## config.mk

```make
export PLATFORM = sky130hd
export DESIGN_NAME = sti_dac_gen
export DESIGN_NICKNAME = d
export VERILOG_FILES = /design/src/rtl/sti_dac_pkg.sv /design/src/rtl/sti_dac_bank_map.sv /design/src/rtl/sti_dac_gen.sv
export SDC_FILE = /design/constraint.sdc
export NUM_CORES = 1
export LEC_CHECK = 0
export BUFFER_PORTS_ARGS = -buffer_cell sky130_fd_sc_hd__buf_4
export CORE_MARGIN = 4
export CORE_UTILIZATION = 35
export CTS_BUF_LIST = sky130_fd_sc_hd__clkbuf_4
export CTS_CLUSTER_DIAMETER = 120
export CTS_CLUSTER_SIZE = 10
export DETAILED_ROUTE_END_ITERATION = 16
export PLACE_DENSITY = 0.62
export REMOVE_ABC_BUFFERS = 1
export SYNTH_ARGS = -nofsm -noshare
export SYNTH_HDL_FRONTEND = slang
export SYNTH_SLANG_ARGS = --single-unit
export TNS_END_PERCENT = 5
```

## constraint.sdc

```tcl
create_clock -name clk -period 4.2 [get_ports clk]
set_clock_uncertainty 0.15 [all_clocks]
set_input_delay 0.42 -clock clk [delete_from_list [all_inputs] [get_ports clk]]
set_output_delay 0.42 -clock clk [all_outputs]
set_load 0.005 [all_outputs]
```

## src/rtl/sti_dac_pkg.sv

```systemverilog
// Shared types and helpers for the sti_dac_gen serial transmitter / byte distributor.
package sti_dac_pkg;

  typedef enum logic [2:0] {
    StIdle,
    StShift,
    StParity,
    StFlush,
    StDone
  } state_e;

  // pi_length codes
  localparam logic [1:0] Len8  = 2'd0;
  localparam logic [1:0] Len16 = 2'd1;
  localparam logic [1:0] Len32 = 2'd2;
  localparam logic [1:0] Len64 = 2'd3;

  localparam int unsigned ByteW     = 8;
  localparam int unsigned MaxFrameW = 64;

  // Frame length in bits for a pi_length code.
  function automatic int unsigned frame_bits(logic [1:0] len);
    int unsigned bits;
    case (len)
      Len8:    bits = 8;
      Len16:   bits = 16;
      Len32:   bits = 32;
      Len64:   bits = 64;
      default: bits = 8;
    endcase
    return bits;
  endfunction

endpackage

```

## src/rtl/sti_dac_bank_map.sv

```systemverilog
// Byte index -> memory bank strobe and address. Consecutive bytes alternate between the two
// banks of a pair, and the alternation flips every ROW_LEN bytes (checkerboard). Combinational.
module sti_dac_bank_map #(
  parameter int unsigned NUM_BANKS  = 8,
  parameter int unsigned MEM_ADDR_W = 5,
  parameter int unsigned ROW_LEN    = 8,
  localparam int unsigned GW = $clog2(NUM_BANKS / 2) + MEM_ADDR_W + 1
) (
  input  logic [GW-1:0]         g,
  output logic [NUM_BANKS-1:0]  bank_oh,
  output logic [MEM_ADDR_W-1:0] addr
);

  localparam int unsigned BankW = $clog2(NUM_BANKS);
  localparam int unsigned RowSh = $clog2(ROW_LEN);

  logic             chk;
  logic [BankW-1:0] bank_idx;

  // Pair from the top bits, odd/even bank from position parity xor row parity.
  always_comb begin
    chk      = g[0] ^ (|((g[MEM_ADDR_W:0] >> RowSh) & (MEM_ADDR_W + 1)'(1)));
    bank_idx = BankW'({g >> (MEM_ADDR_W + 1), chk});
    bank_oh  = NUM_BANKS'(1) << bank_idx;
    addr     = g[MEM_ADDR_W:1];
  end

endmodule

```

## src/rtl/sti_dac_gen.sv

```systemverilog
// Serial frame transmitter plus byte distributor. Each accepted word is framed to 8/16/32/64
// bits and shifted out one bit per cycle; every 8 sent bits become one memory byte written to
// an odd/even interleaved bank. pi_end zero-fills the remaining locations and raises
// oem_finish. Optional feature macro: STI_DAC_PARITY_EN appends an even-parity bit per frame.
module sti_dac_gen
  import sti_dac_pkg::*;
#(
  parameter int unsigned DATA_W     = 32,
  parameter int unsigned NUM_BANKS  = 8,
  parameter int unsigned MEM_ADDR_W = 5,
  parameter int unsigned ROW_LEN    = 8
) (
  input  logic                  clk,
  input  logic                  reset,
  input  logic                  load,
  output logic                  pi_ready,
  input  logic [DATA_W-1:0]     pi_data,
  input  logic [1:0]            pi_length,
  input  logic                  pi_fill,
  input  logic                  pi_msb,
  input  logic                  pi_low,
  input  logic                  pi_end,
  output logic                  so_data,
  output logic                  so_valid,
  output logic [ByteW-1:0]      oem_dataout,
  output logic [MEM_ADDR_W-1:0] oem_addr,
  output logic [NUM_BANKS-1:0]  oem_wr,
  output logic                  oem_finish
);

  localparam int unsigned GW = $clog2(NUM_BANKS / 2) + MEM_ADDR_W + 1;
  localparam int unsigned FW = MaxFrameW;

  state_e            state_q, state_d;
  logic [FW-1:0]     sh_q, sh_d;
  logic [6:0]        cnt_q, cnt_d;
  logic [1:0]        len_q, len_d;
  logic              msb_q, msb_d;
  logic              end_q, end_d;
  logic [ByteW-2:0]  byte_q, byte_d;
  logic [GW-1:0]     g_q, g_d;
  logic              wr_q, wr_d;
  logic [GW-1:0]     wr_g_q, wr_g_d;
  logic [ByteW-1:0]  dout_q, dout_d;
`ifdef STI_DAC_PARITY_EN
  logic              par_q, par_d;
`endif

  int unsigned       len_bits;
  logic [FW-1:0]     data_ext, mask, frame_c;
  logic              cur_bit, last_bit;
  logic [NUM_BANKS-1:0] map_oh;

  // Build the frame from the incoming word: slice when shorter, pad when longer.
  always_comb begin
    len_bits = frame_bits(pi_length);
    data_ext = FW'(pi_data);
    mask     = (len_bits >= FW) ? '1 : ((FW'(1) << len_bits) - FW'(1));
    if (len_bits < DATA_W) begin
      frame_c = (pi_low ? data_ext : (data_ext >> len_bits)) & mask;
    end else if (len_bits == DATA_W) begin
      frame_c = data_ext;
    end else if (pi_fill) begin
      frame_c = data_ext << (len_bits - DATA_W);
    end else begin
      frame_c = data_ext;
    end
  end

  // MSB-first frames are left-justified so both directions shift from a fixed end.
  assign cur_bit  = msb_q ? sh_q[FW-1] : sh_q[0];
  assign last_bit = (cnt_q == 7'(frame_bits(len_q) - 1));

  // Next-state, serial outputs and byte-write scheduling.
  always_comb begin
    state_d    = state_q;
    sh_d       = sh_q;
    cnt_d      = cnt_q;
    len_d      = len_q;
    msb_d      = msb_q;
    end_d      = end_q;
    byte_d     = byte_q;
    g_d        = g_q;
    wr_d       = 1'b0;
    wr_g_d     = wr_g_q;
    dout_d     = dout_q;
`ifdef STI_DAC_PARITY_EN
    par_d      = par_q;
`endif
    so_data    = 1'b0;
    so_valid   = 1'b0;
    pi_ready   = 1'b0;
    oem_finish = 1'b0;

    case (state_q)
      StIdle: begin
        pi_ready = 1'b1;
        if (pi_end) begin
          state_d = StFlush;
        end else if (load) begin
          state_d = StShift;
          sh_d    = pi_msb ? (frame_c << (FW - len_bits)) : frame_c;
          cnt_d   = '0;
          len_d   = pi_length;
          msb_d   = pi_msb;
          end_d   = 1'b0;
`ifdef STI_DAC_PARITY_EN
          par_d   = ^frame_c;
`endif
        end
      end
      StShift: begin
        so_valid = 1'b1;
        so_data  = cur_bit;
        sh_d     = msb_q ? (sh_q << 1) : (sh_q >> 1);
        cnt_d    = cnt_q + 7'd1;
        byte_d   = {byte_q[ByteW-3:0], cur_bit};
        if (pi_end) end_d = 1'b1;
        // Frames are whole bytes, so the low count bits locate the 8th bit of each byte.
        if (cnt_q[2:0] == 3'd7) begin
          wr_d   = 1'b1;
          wr_g_d = g_q;
          dout_d = {byte_q, cur_bit};
          g_d    = g_q + GW'(1);
        end
        if (last_bit) begin
`ifdef STI_DAC_PARITY_EN
          state_d = StParity;
`else
          state_d = end_d ? StFlush : StIdle;
`endif
        end
      end
`ifdef STI_DAC_PARITY_EN
      StParity: begin
        so_valid = 1'b1;
        so_data  = par_q;
        if (pi_end) end_d = 1'b1;
        state_d = end_d ? StFlush : StIdle;
      end
`endif
      StFlush: begin
        wr_d   = 1'b1;
        wr_g_d = g_q;
        dout_d = '0;
        g_d    = g_q + GW'(1);
        if (g_q == '1) state_d = StDone;
      end
      StDone: begin
        oem_finish = 1'b1;
      end
      default: state_d = StIdle;
    endcase
  end

  // State and datapath registers; reset discards any partial byte and pending write.
  always_ff @(posedge clk) begin
    if (reset) begin
      state_q <= StIdle;
      sh_q    <= '0;
      cnt_q   <= '0;
      len_q   <= '0;
      msb_q   <= 1'b0;
      end_q   <= 1'b0;
      byte_q  <= '0;
      g_q     <= '0;
      wr_q    <= 1'b0;
      wr_g_q  <= '0;
      dout_q  <= '0;
`ifdef STI_DAC_PARITY_EN
      par_q   <= 1'b0;
`endif
    end else begin
      state_q <= state_d;
      sh_q    <= sh_d;
      cnt_q   <= cnt_d;
      len_q   <= len_d;
      msb_q   <= msb_d;
      end_q   <= end_d;
      byte_q  <= byte_d;
      g_q     <= g_d;
      wr_q    <= wr_d;
      wr_g_q  <= wr_g_d;
      dout_q  <= dout_d;
`ifdef STI_DAC_PARITY_EN
      par_q   <= par_d;
`endif
    end
  end

  sti_dac_bank_map #(
    .NUM_BANKS  (NUM_BANKS),
    .MEM_ADDR_W (MEM_ADDR_W),
    .ROW_LEN    (ROW_LEN)
  ) u_bank_map (
    .g       (wr_g_q),
    .bank_oh (map_oh),
    .addr    (oem_addr)
  );

  assign oem_dataout = dout_q;
  assign oem_wr      = wr_q ? map_oh : '0;

endmodule

```

==> results of run 1 <==
## what timing repair did
action | 4_1_cts | 5_1_grt
resized for setup | 0 | 0
hold endpoints to repair | 3 | 0
hold buffers | 3 | 0
## cell type report
cell class,instances,area share [%]
tap,260,4.354
clock buffer,9,0.9042
clock inverter,7,1.222
multi-input combinational,637,55.24
inverter,12,0.6196
sequential,110,29.52
timing repair buffer,80,8.138
## worst max-delay path, stage by stage, from the launching register on
cell	delay (ps)
dfxtp_1	590
or3b_1	430
buf_4	320
nor2_1	310
buf_4	170
## cells in the mapped netlist, types with 21 or more instances
master | number | area (sq um)
mux2i_1 | 41 | 410.4
mux2_2 | 32 | 360.4
nor2_1 | 96 | 360.4
o21ai_0 | 39 | 195.2
buf_2 | 24 | 120.1
dfxtp_1 | 110 | 2202
clkbuf_1 | 30 | 112.6
nor3_1 | 21 | 105.1
a21oi_1 | 107 | 535.5
nand2_1 | 67 | 251.5
a222oi_1 | 25 | 250.2
nand3_1 | 21 | 105.1
## power by group through the flow
stage | clock network, mW | logic, mW | registers, mW
after global routing | 0.616 | 0.637 | 1.17
after CTS | 0.585 | 0.575 | 1.16
after floorplan | 0 | 0.342 | 1.16
after detailed placement | 0 | 0.570 | 1.19
after global placement | 0 | 0.572 | 1.19
final | 0.575 | 0.585 | 1.17
## how the worst max path moves through the flow
stage,start,endpoint,slack [ps],cells after the start
final,state_q[0]$_SDFFE_PP0P_,so_data,1260,4
after global routing,state_q[1]$_SDFFE_PP0P_,so_valid,1140,3
after CTS,state_q[0]$_SDFFE_PP0P_,so_data,1260,4
after detailed placement,pi_length[1],sh_q[38]$_SDFFE_PP0P_,880,10
after global placement,pi_length[1],sh_q[52]$_SDFFE_PP0P_,930,10
after floorplan,state_q[1]$_SDFFE_PP0P_,sh_q[44]$_SDFFE_PP0P_,1000,6
## layer usage
metal / part of all wire (%) / up-vias / track usage [%]
met1: 45 / 3142 / 27.70
li1: - / 3137 / -
met3: 8.1 / 55 / 4.473
met2: 43 / 317 / 29.93
met5: 0 / - / 0
met4: 4.3 / 0 / 9.879
## flip-flops by register name, indices dropped and copies added (netlist names)
signal,count
state_q,3
msb_q,1
wr_g_q,8
cnt_q,7
sh_q,64
g_q,8
len_q,2
end_q,1
byte_q,7
wr_q,1
oem_dataout,8
## stage by stage
stage | power (mW) | worst slack (ps)
6_report | 2.326 | 1264
5_1_grt | 2.426 | 1142
4_1_cts | 2.324 | 1257
3_5_place_dp | 1.756 | 880.3
3_3_place_gp | 1.757 | 932.8
2_1_floorplan | 1.501 | 1001
## cell families after synthesis
group	after synthesis	share of synthesized area, %
compound gates	284	28.21
fa+ha+maj	4	0.7384
simple gates	264	18.83
xor+xnor	11	1.421
flops	110	32.49
mux	74	11.54
buf+inv	88	6.775
==> qor.txt, run 1 <==
Sw Ratio - 37.47%
commonest non-fill, non-tap cell in the layout - dfxtp_1
DRC - 0
num rows - 50
clock power share - 24.7%
f_max - 0.3405 GHz
Cell Area, Synth - 6778 sq um
CTS root buffer - clkbuf_4
non-filler cells in the finished layout - 1115
initial cell density of the core - 35.87%
Hold Slack - 42.17 ps
Yosys cell types - 79
IO Pins - 66
outcome - finished clean
CP Max Fanout - 48
VDD IR max - 0.0001656 V
final hold vios - 0
# diodes - 0
first-pass GRT wire length - 34.99 mm
Hold Path Class - input pin to flip-flop
# port buffers - 65
WL/cell - 20.11 um
DRT Pass-1 Iters - 7
Int Pwr - 1.454 mW
Inst Count DP - 1096
worst path arrival time - 2370 ps
r2r endpoint - sh_q[34]$_SDFFE_PP0P_
syn_area_per_cell - 8.117 sq um
largest net degree at the start of global routing - 71
# fillers - 1997
Yosys warning total - 0
Comb pwr share - 25.2%
DP HPWL - 15.58 mm
most frequent cells in the layout - dfxtp_1, a21oi_1, nor2_1
clk buf depth - 2
layout cell share with drive strength beyond 1 - 18.48%
crit path capture type - output port
CTS clk-pin slew, worst paths - 190 ps
GR Overflow Total - 0
fin. max-slew vios - 0
critical hold path startpoint - pi_data[19]
Clock Latency Late Sink - 520 ps
Cells after Synth - 835
Net Sw Power - 0.8715 mW
CTS buffer count - 9
RSZ-0062 raised after global routing - no
Core Box Area - 18890 sq um
clk sinks - 110
vias per std cell - 5.965
critical path class - flip-flop to output port
worst hold stages - 3
CTS tree - built
Fin Setup TNS - 0 ps
reg2reg path depth - 5
die height - 147.2 um
Seq/Total Area, Yosys - 32.49%
flops & latches, synth - 110
Post-synth EDFFs - 0
Vias - 6651
vias in the first global route - 6079
Placer Congestion - 1.014
count of final setup violators - 0
worst r2r src - state_q[1]$_SDFFE_PP0P_
R2R Setup Slk - 1440 ps
share of power burned in registers - 50.1%
layout overhead on the synthesized area - 10.25%
ys async rst share - 0%
ys flop type - dfxtp_1
Setup Fix Bufs, Post-CTS - 0
chip width - 147.2 um
post-route cell area - 7472 sq um
fin crit share - 69.92%
max-cap viol count - 0
power per standard cell area - 311.3 nW/um^2
nets - 895
worst-margin pin slew - 1017 ps
Worst Hold End - sh_q[19]$_SDFFE_PP0P_
Post-DRT Antenna Nets - 0
Required @ worst endpoint - 3630 ps
startpoint types - flip-flop
H-tree lvl count - 3
Total Wirelength - 22.42 mm
initial antenna violation count - 0
post-layout util - 39.55%
die area - 21660 sq um
Slew Limit Headroom - 32.17%
1st-iter DRT viols - 669
area occupied by multi-input gates - 4128 sq um
total leakage power - 2.594 nW
area after detailed placement - 7283 sq um
Reg area - 2206 sq um
Tot GR Track Use - 20.18%
Tmin final - 2937 ps
Power figures use the tool's default switching activity.
==> run 2, diff against run 1 <==
--- a/config.mk
+++ b/config.mk
@@ -12,7 +12,7 @@
 export CTS_CLUSTER_DIAMETER = 120
 export CTS_CLUSTER_SIZE = 10
 export DETAILED_ROUTE_END_ITERATION = 16
-export PLACE_DENSITY = 0.62
+export PLACE_DENSITY = 0.64
 export REMOVE_ABC_BUFFERS = 1
 export SYNTH_ARGS = -nofsm -noshare
 export SYNTH_HDL_FRONTEND = slang
==> constraint.sdc (replaced) <==
create_clock -name clk -period 2.5 [get_ports clk]
set_clock_uncertainty 0.15 [all_clocks]
set_input_delay 0.25 -clock clk [delete_from_list [all_inputs] [get_ports clk]]
set_output_delay 0.25 -clock clk [all_outputs]
set_load 0.005 [all_outputs]
==> run 2 against run 1 <==
Via count is 5.1% higher. Global-route usage is 0.90 points higher. Register-to-register slack worse by 1100 ps. Final cell count is 5.2% higher. Sequential power is 66% higher. Sequential share of layout area is 2.2 points lower. Worst setup slack worse by 1100 ps. Critical path depth stayed put. First-iteration DRC count is 23% higher. Final area is 8.0% higher. Non-clock buffer count is 58 higher. Sequential cell count stayed put. Critical path type unchanged. Critical endpoint is now so_valid.
==> qor.txt, run 2 (synthesized netlist as in run 1, its figures left out) <==
RSZ-0062 raised after global routing - no
Post-DRT Antenna Nets - 0 (unchanged)
count of final setup violators - 0 (unchanged)
VDD IR max - 0.0002945 V (+78%)
Clock Latency Late Sink - 540 ps (+20 ps)
Required @ worst endpoint - 2100 ps (-1530 ps)
num rows - 50 (unchanged)
clk sinks - 110 (unchanged)
CTS clk-pin slew, worst paths - 200 ps (about the same)
vias per std cell - 5.959 (about the same)
WL/cell - 19.96 um (-0.72%)
fin. max-slew vios - 0 (unchanged)
GR Overflow Total - 0 (unchanged)
initial cell density of the core - 35.87% (unchanged)
total power - 4.091 mW (+76%)
final hold vios - 0 (unchanged)
# diodes - 0 (unchanged)
startpoint types - flip-flop
layout overhead on the synthesized area - 19.09%
H-tree lvl count - 3 (unchanged)
Slew Limit Headroom - 60.22% (+28 points)
critical path class - flip-flop to output port
Total Wirelength - 23.42 mm (+4.4%)
initial antenna violation count - 0 (unchanged)
worst path arrival time - 1970 ps (-400 ps)
CP Max Fanout - 26 (-46%)
DP HPWL - 16.36 mm (+5.0%)
CTS buffer count - 9 (unchanged)
post-route cell area - 8071 sq um (+8.0%)
Setup Fix Bufs, Post-CTS - 0 (unchanged)
# port buffers - 65 (unchanged)
Top reg by flops - sh_q
CTS root buffer - clkbuf_4
die height - 147.2 um (unchanged)
# fillers - 1956 (-2.1%)
first-pass GRT wire length - 36.86 mm (+5.3%)
worst-margin pin slew - 596.7 ps (-420.7 ps)
DRC - 0 (unchanged)
crit path capture type - output port
IO Pins - 66 (unchanged)
CTS tree - built
chip width - 147.2 um (unchanged)
f_max - 0.4223 GHz
largest net degree at the start of global routing - 48 (-32%)
Vias - 6990 (+5.1%)
Core Box Area - 18890 sq um (unchanged)
1st-iter DRT viols - 824 (+23%)
nets - 953 (+6.5%)
Tot GR Track Use - 21.08% (+0.90 points)
power per standard cell area - 506.9 nW/um^2 (+63%)
DRT Pass-1 Iters - 9 (+2)
fin crit share - 94.71%
outcome - finished clean
layout cell share with drive strength beyond 1 - 20.92% (+2.4 points)
die area - 21660 sq um (unchanged)
Fin Setup TNS - 0 ps (unchanged)
Tmin final - 2368 ps
total leakage power - 2.891 nW (+11%)
most frequent cells in the layout - a21oi_1, dfxtp_1, buf_4
Hold Path Class - input pin to flip-flop
Largest register FFs - 64 (unchanged)
area after detailed placement - 7576 sq um (+4.0%)
clk buf depth - 2 (unchanged)
max-cap viol count - 0 (unchanged)
Placer Congestion - 1.001 (-1.3%)
vias in the first global route - 6469 (+6.4%)
==> run 2: changes by cell type in the layout (fill, tap and decap cells not counted), moves of 2 or more <==
cell,previous run,this run
dlygate4sd3_1,3,32
buf_4,77,100
buf_12,0,6
dfxtp_1,109,107
dfxtp_2,0,2
==> run 2: per-stage QoR <==
stage,setup slack [ps],util (%),std cells,hold WS [ps]
after floorplan,-699.0,-,759,168.9
after global placement,-7.086,40.10,1125,294.5
after detailed placement,-54.61,40.10,1125,296.8
after CTS,66.99,42.71,1173,7.621
after global routing,36.04,42.72,1173,56.17
final,132.2,42.72,1173,51.38
==> run 2: metal layers <==
| metal | track usage [%] | part of all wire [%] | wire length [um] | up-vias |
|---|---|---|---|---|
| met4 | 6.524 | 2.7 | 622 | 0 |
| li1 | - | - | - | 3261 |
| met3 | 4.565 | 8.6 | 2023 | 55 |
| met2 | 33.16 | 45 | 10590 | 350 |
| met1 | 28.97 | 43 | 10180 | 3324 |
| met5 | 0 | 0 | 0 | - |
==> run 2: power breakdown <==
group | total (mW) | switching (mW) | internal [mW] | leakage, nW
sequential | 1.94 | 0.0942 | 1.84 | 0.894
combinational | 1.15 | 0.692 | 0.457 | 1.91
clock | 1.01 | 0.750 | 0.255 | 0.0856
==> run 2: path summary, 6_finish.rpt <==
| kind | startpoint | to | slack, ps | depth (start not counted) |
|---|---|---|---|---|
| worst max register to register | state_q[0]$_SDFFE_PP0P_ | sh_q[37]$_SDFFE_PP0P_ | 330 | 6 |
| worst min-delay path | load | state_q[0]$_SDFFE_PP0P_ | 50 | 3 |
| worst max-delay path | state_q[1]$_SDFFE_PP0P_ | so_valid | 130 | 4 |
| worst min register to register | oem_dataout[7]$_SDFFE_PP0P_ | oem_dataout[7]$_SDFFE_PP0P_ | 310 | 2 |
==> run 2: what timing repair did <==
item | in CTS | in global routing
hold buffers | 32 | 0
cloned | 0 | 0
hold endpoints to repair | 54 | 0
setup endpoints to repair | 2 | 1
resized for setup | 3 | 2
==> run 2: area by class of cell <==
cell class | count | area (sq um) | area share (%)
timing repair buffer | 138 | 1191 | 14.76
inverter | 12 | 50.05 | 0.6201
tap | 260 | 325.3 | 4.030
clock buffer | 9 | 67.56 | 0.8371
sequential | 110 | 2208 | 27.36
multi-input combinational | 637 | 4133 | 51.20
clock inverter | 7 | 96.34 | 1.194
==> run 2: critical path: stages, from the launching register on <==
cell      delay [ps]
dfxtp_2          400
or3b_4           460
clkinv_4         210
buf_4            230
buf_4            130
==> run 3, diff against run 2 <==
--- a/config.mk
+++ b/config.mk
@@ -5,6 +5,7 @@
 export SDC_FILE = /design/constraint.sdc
 export NUM_CORES = 1
 export LEC_CHECK = 0
+export ABC_AREA = 1
 export BUFFER_PORTS_ARGS = -buffer_cell sky130_fd_sc_hd__buf_4
 export CORE_MARGIN = 4
 export CORE_UTILIZATION = 35
==> run 3 against run 2 <==
Worst hold slack lost 25 ps. Sequential power rose by 14%. Combinational power grew 77%. Non-clock buffer count shrank 24. Via count rose by 8.8%. Sequential cell count stayed put. Area after synthesis down 1.1%. Global-route usage increased by 1.5 points. Die area decreased by 1.1%. Worst setup slack gained 54 ps. Largest cell class unchanged. Highest routed layer unchanged.
==> qor.txt, run 3 <==
WL/cell - 18.18 um (-8.9%)
Top reg by flops - sh_q
nets - 1162 (+22%)
f_max - 0.4322 GHz (+2.3%)
VDD IR max - 0.0004631 V (+57%)
synth cell count leaders - nand2_1, a21oi_1, inv_1
Setup Fix Bufs, Post-CTS - 0 (unchanged)
startpoint types - flip-flop
vias in the first global route - 6914 (+6.9%)
IO Pins - 66 (unchanged)
Largest register FFs - 64 (unchanged)
Yosys top cell area share - 32.85% (+0.36 points)
fin crit share - 92.56% (-2.2 points)
vias per std cell - 5.606 (-5.9%)
Required @ worst endpoint - 2100 ps (about the same)
count of final setup violators - 0 (unchanged)
Post-synth EDFFs - 0 (unchanged)
Hold Path Class - input pin to flip-flop
largest net degree at the start of global routing - 57 (+19%)
clk buf depth - 2 (unchanged)
non-filler cells in the finished layout - 1357 (+16%)
leading area contributor after synthesis - dfxtp_1
die height - 146.4 um (-0.53%)
syn_area_per_cell - 6.317 sq um (-22%)
critical path class - flip-flop to output port
DRT Pass-1 Iters - 5 (-4)
Slew Limit Headroom - 48.51% (-12 points)
flops & latches, synth - 110 (unchanged)
chip width - 146.4 um (-0.53%)
initial cell density of the core - 35.71% (-0.16 points)
die area - 21430 sq um (-1.1%)
crit path capture type - output port
GR Overflow Total - 0 (unchanged)
Placer Congestion - 1.047 (+4.6%)
ys flop type - dfxtp_1
Seq/Total Area, Yosys - 32.85% (+0.36 points)
top cells by area, synth - dfxtp_1, nand2_1, a21oi_1
Cell Area, Synth - 6703 sq um (-1.1%)
count leader, synth - nand2_1
most frequent cells in the layout - nand2_1, a21oi_1, inv_1
DP HPWL - 18.38 mm (+12%)
RSZ-0062 raised after global routing - no
Post-DRT Antenna Nets - 0 (unchanged)
Yosys warning total - 0 (unchanged)
total power - 5.235 mW (+28%)
DRC - 0 (unchanged)
Core Box Area - 18770 sq um (-0.66%)
first-pass GRT wire length - 38.89 mm (+5.5%)
Vias - 7608 (+8.8%)
Fin Setup TNS - 0 ps (unchanged)
area after detailed placement - 7467 sq um (-1.4%)
power per standard cell area - 676.9 nW/um^2 (+34%)
Hold Slack - 26.36 ps (-25.02 ps)
final hold vios - 0 (unchanged)
outcome - finished clean
worst path arrival time - 1910 ps (-60 ps)
clk sinks - 110 (unchanged)
initial antenna violation count - 1 (+1)
1st-iter DRT viols - 741 (-10%)
num rows - 50 (unchanged)
worst-margin pin slew - 769.5 ps (+172.8 ps)
Tmin final - 2314 ps (-53.92 ps)
layout overhead on the synthesized area - 15.38%
CTS clk-pin slew, worst paths - 200 ps (about the same)
total leakage power - 3.163 nW (+9.4%)
CTS buffer count - 9 (unchanged)
# port buffers - 65 (unchanged)
ys async rst share - 0% (unchanged)
Tot GR Track Use - 22.63% (+1.5 points)
layout cell share with drive strength beyond 1 - 13.55% (-7.4 points)
CTS root buffer - clkbuf_4
post-route cell area - 7734 sq um (-4.2%)
commonest non-fill, non-tap cell in the layout - nand2_1
CP Max Fanout - 26 (unchanged)
Cells after Synth - 1061 (+27%)
Inst Count DP - 1329 (+18%)
Clock Latency Late Sink - 510 ps (-30 ps)
Total Wirelength - 24.67 mm (+5.4%)
CTS tree - built
max-cap viol count - 0 (unchanged)
H-tree lvl count - 3 (unchanged)
Yosys cell types - 39 (-51%)
fin. max-slew vios - 0 (unchanged)
run 3: critical path, cell delays in order (launching register included):
cell and delay [ps]:
dfxtp_1 370, nor2_1 170, nand2_2 250, inv_2 130, buf_4 310, buf_4 180
run 3: final cells by class:
class	count	area, sq um
inverter	123	462.9
tap	234	292.8
fill	2050	11030
multi-input combinational	759	3724
clock buffer	9	67.56
antenna	1	2.502
clock inverter	7	86.33
timing repair buffer	114	895.9
sequential	110	2202
run 3: repair_timing:
item / CTS / global route
hold buffers: 11 / 0
hold endpoints to repair: 12 / 0
gates resized for setup: 0 / 0
run 3: kinds of logic after synthesis:
family | share of synthesized area [%]
AO/OA/AOI/OAI | 25.14
XOR/XNOR | 0.3921
adder cells (fa/ha/maj) | 0.7467
buffers and inverters | 11.63
flip-flops | 32.85
multiplexers | 0.1493
AND/OR/NAND/NOR | 29.08
run 3: report_power, final:
| group | internal (mW) | total, mW | switching, mW |
|---|---|---|---|
| clock | 0.251 | 0.976 | 0.725 |
| sequential | 2.03 | 2.22 | 0.189 |
| combinational | 0.688 | 2.04 | 1.35 |
| total | 2.97 | 5.23 | 2.27 |
run 3: final timing paths:
kind | start | end | slack, ps | cells after the start
worst max-delay path | state_q[1]$_SDFFE_PP0P_ | so_valid | 190 | 5
worst min-delay path | pi_data[21] | sh_q[21]$_SDFFE_PP0P_ | 30 | 5
worst max register to register | state_q[1]$_SDFFE_PP0P_ | sh_q[13]$_SDFFE_PP0P_ | 320 | 8
worst min register to register | oem_dataout[2]$_SDFFE_PP0P_ | oem_dataout[2]$_SDFFE_PP0P_ | 330 | 2
run 3: layer usage:
| layer | part of all wire, % | routed length [um] | up-vias | global-route usage, % |
|---|---|---|---|---|
| met5 | 0 | 0 | - | 0 |
| met4 | 2.2 | 541 | 0 | 6.914 |
| met3 | 8.8 | 2182 | 42 | 4.624 |
| met2 | 43 | 10520 | 358 | 33.04 |
| met1 | 46 | 11430 | 3534 | 33.41 |
| li1 | - | - | 3674 | - |
run 3: metrics by stage:
step	setup slack, ps	utilization (%)
2_1_floorplan	-748.8	-
3_5_place_dp	180.6	39.79
5_1_grt	30.97	41.21
4_1_cts	151.4	41.19
3_3_place_gp	230.8	39.79
6_report	186.1	41.21
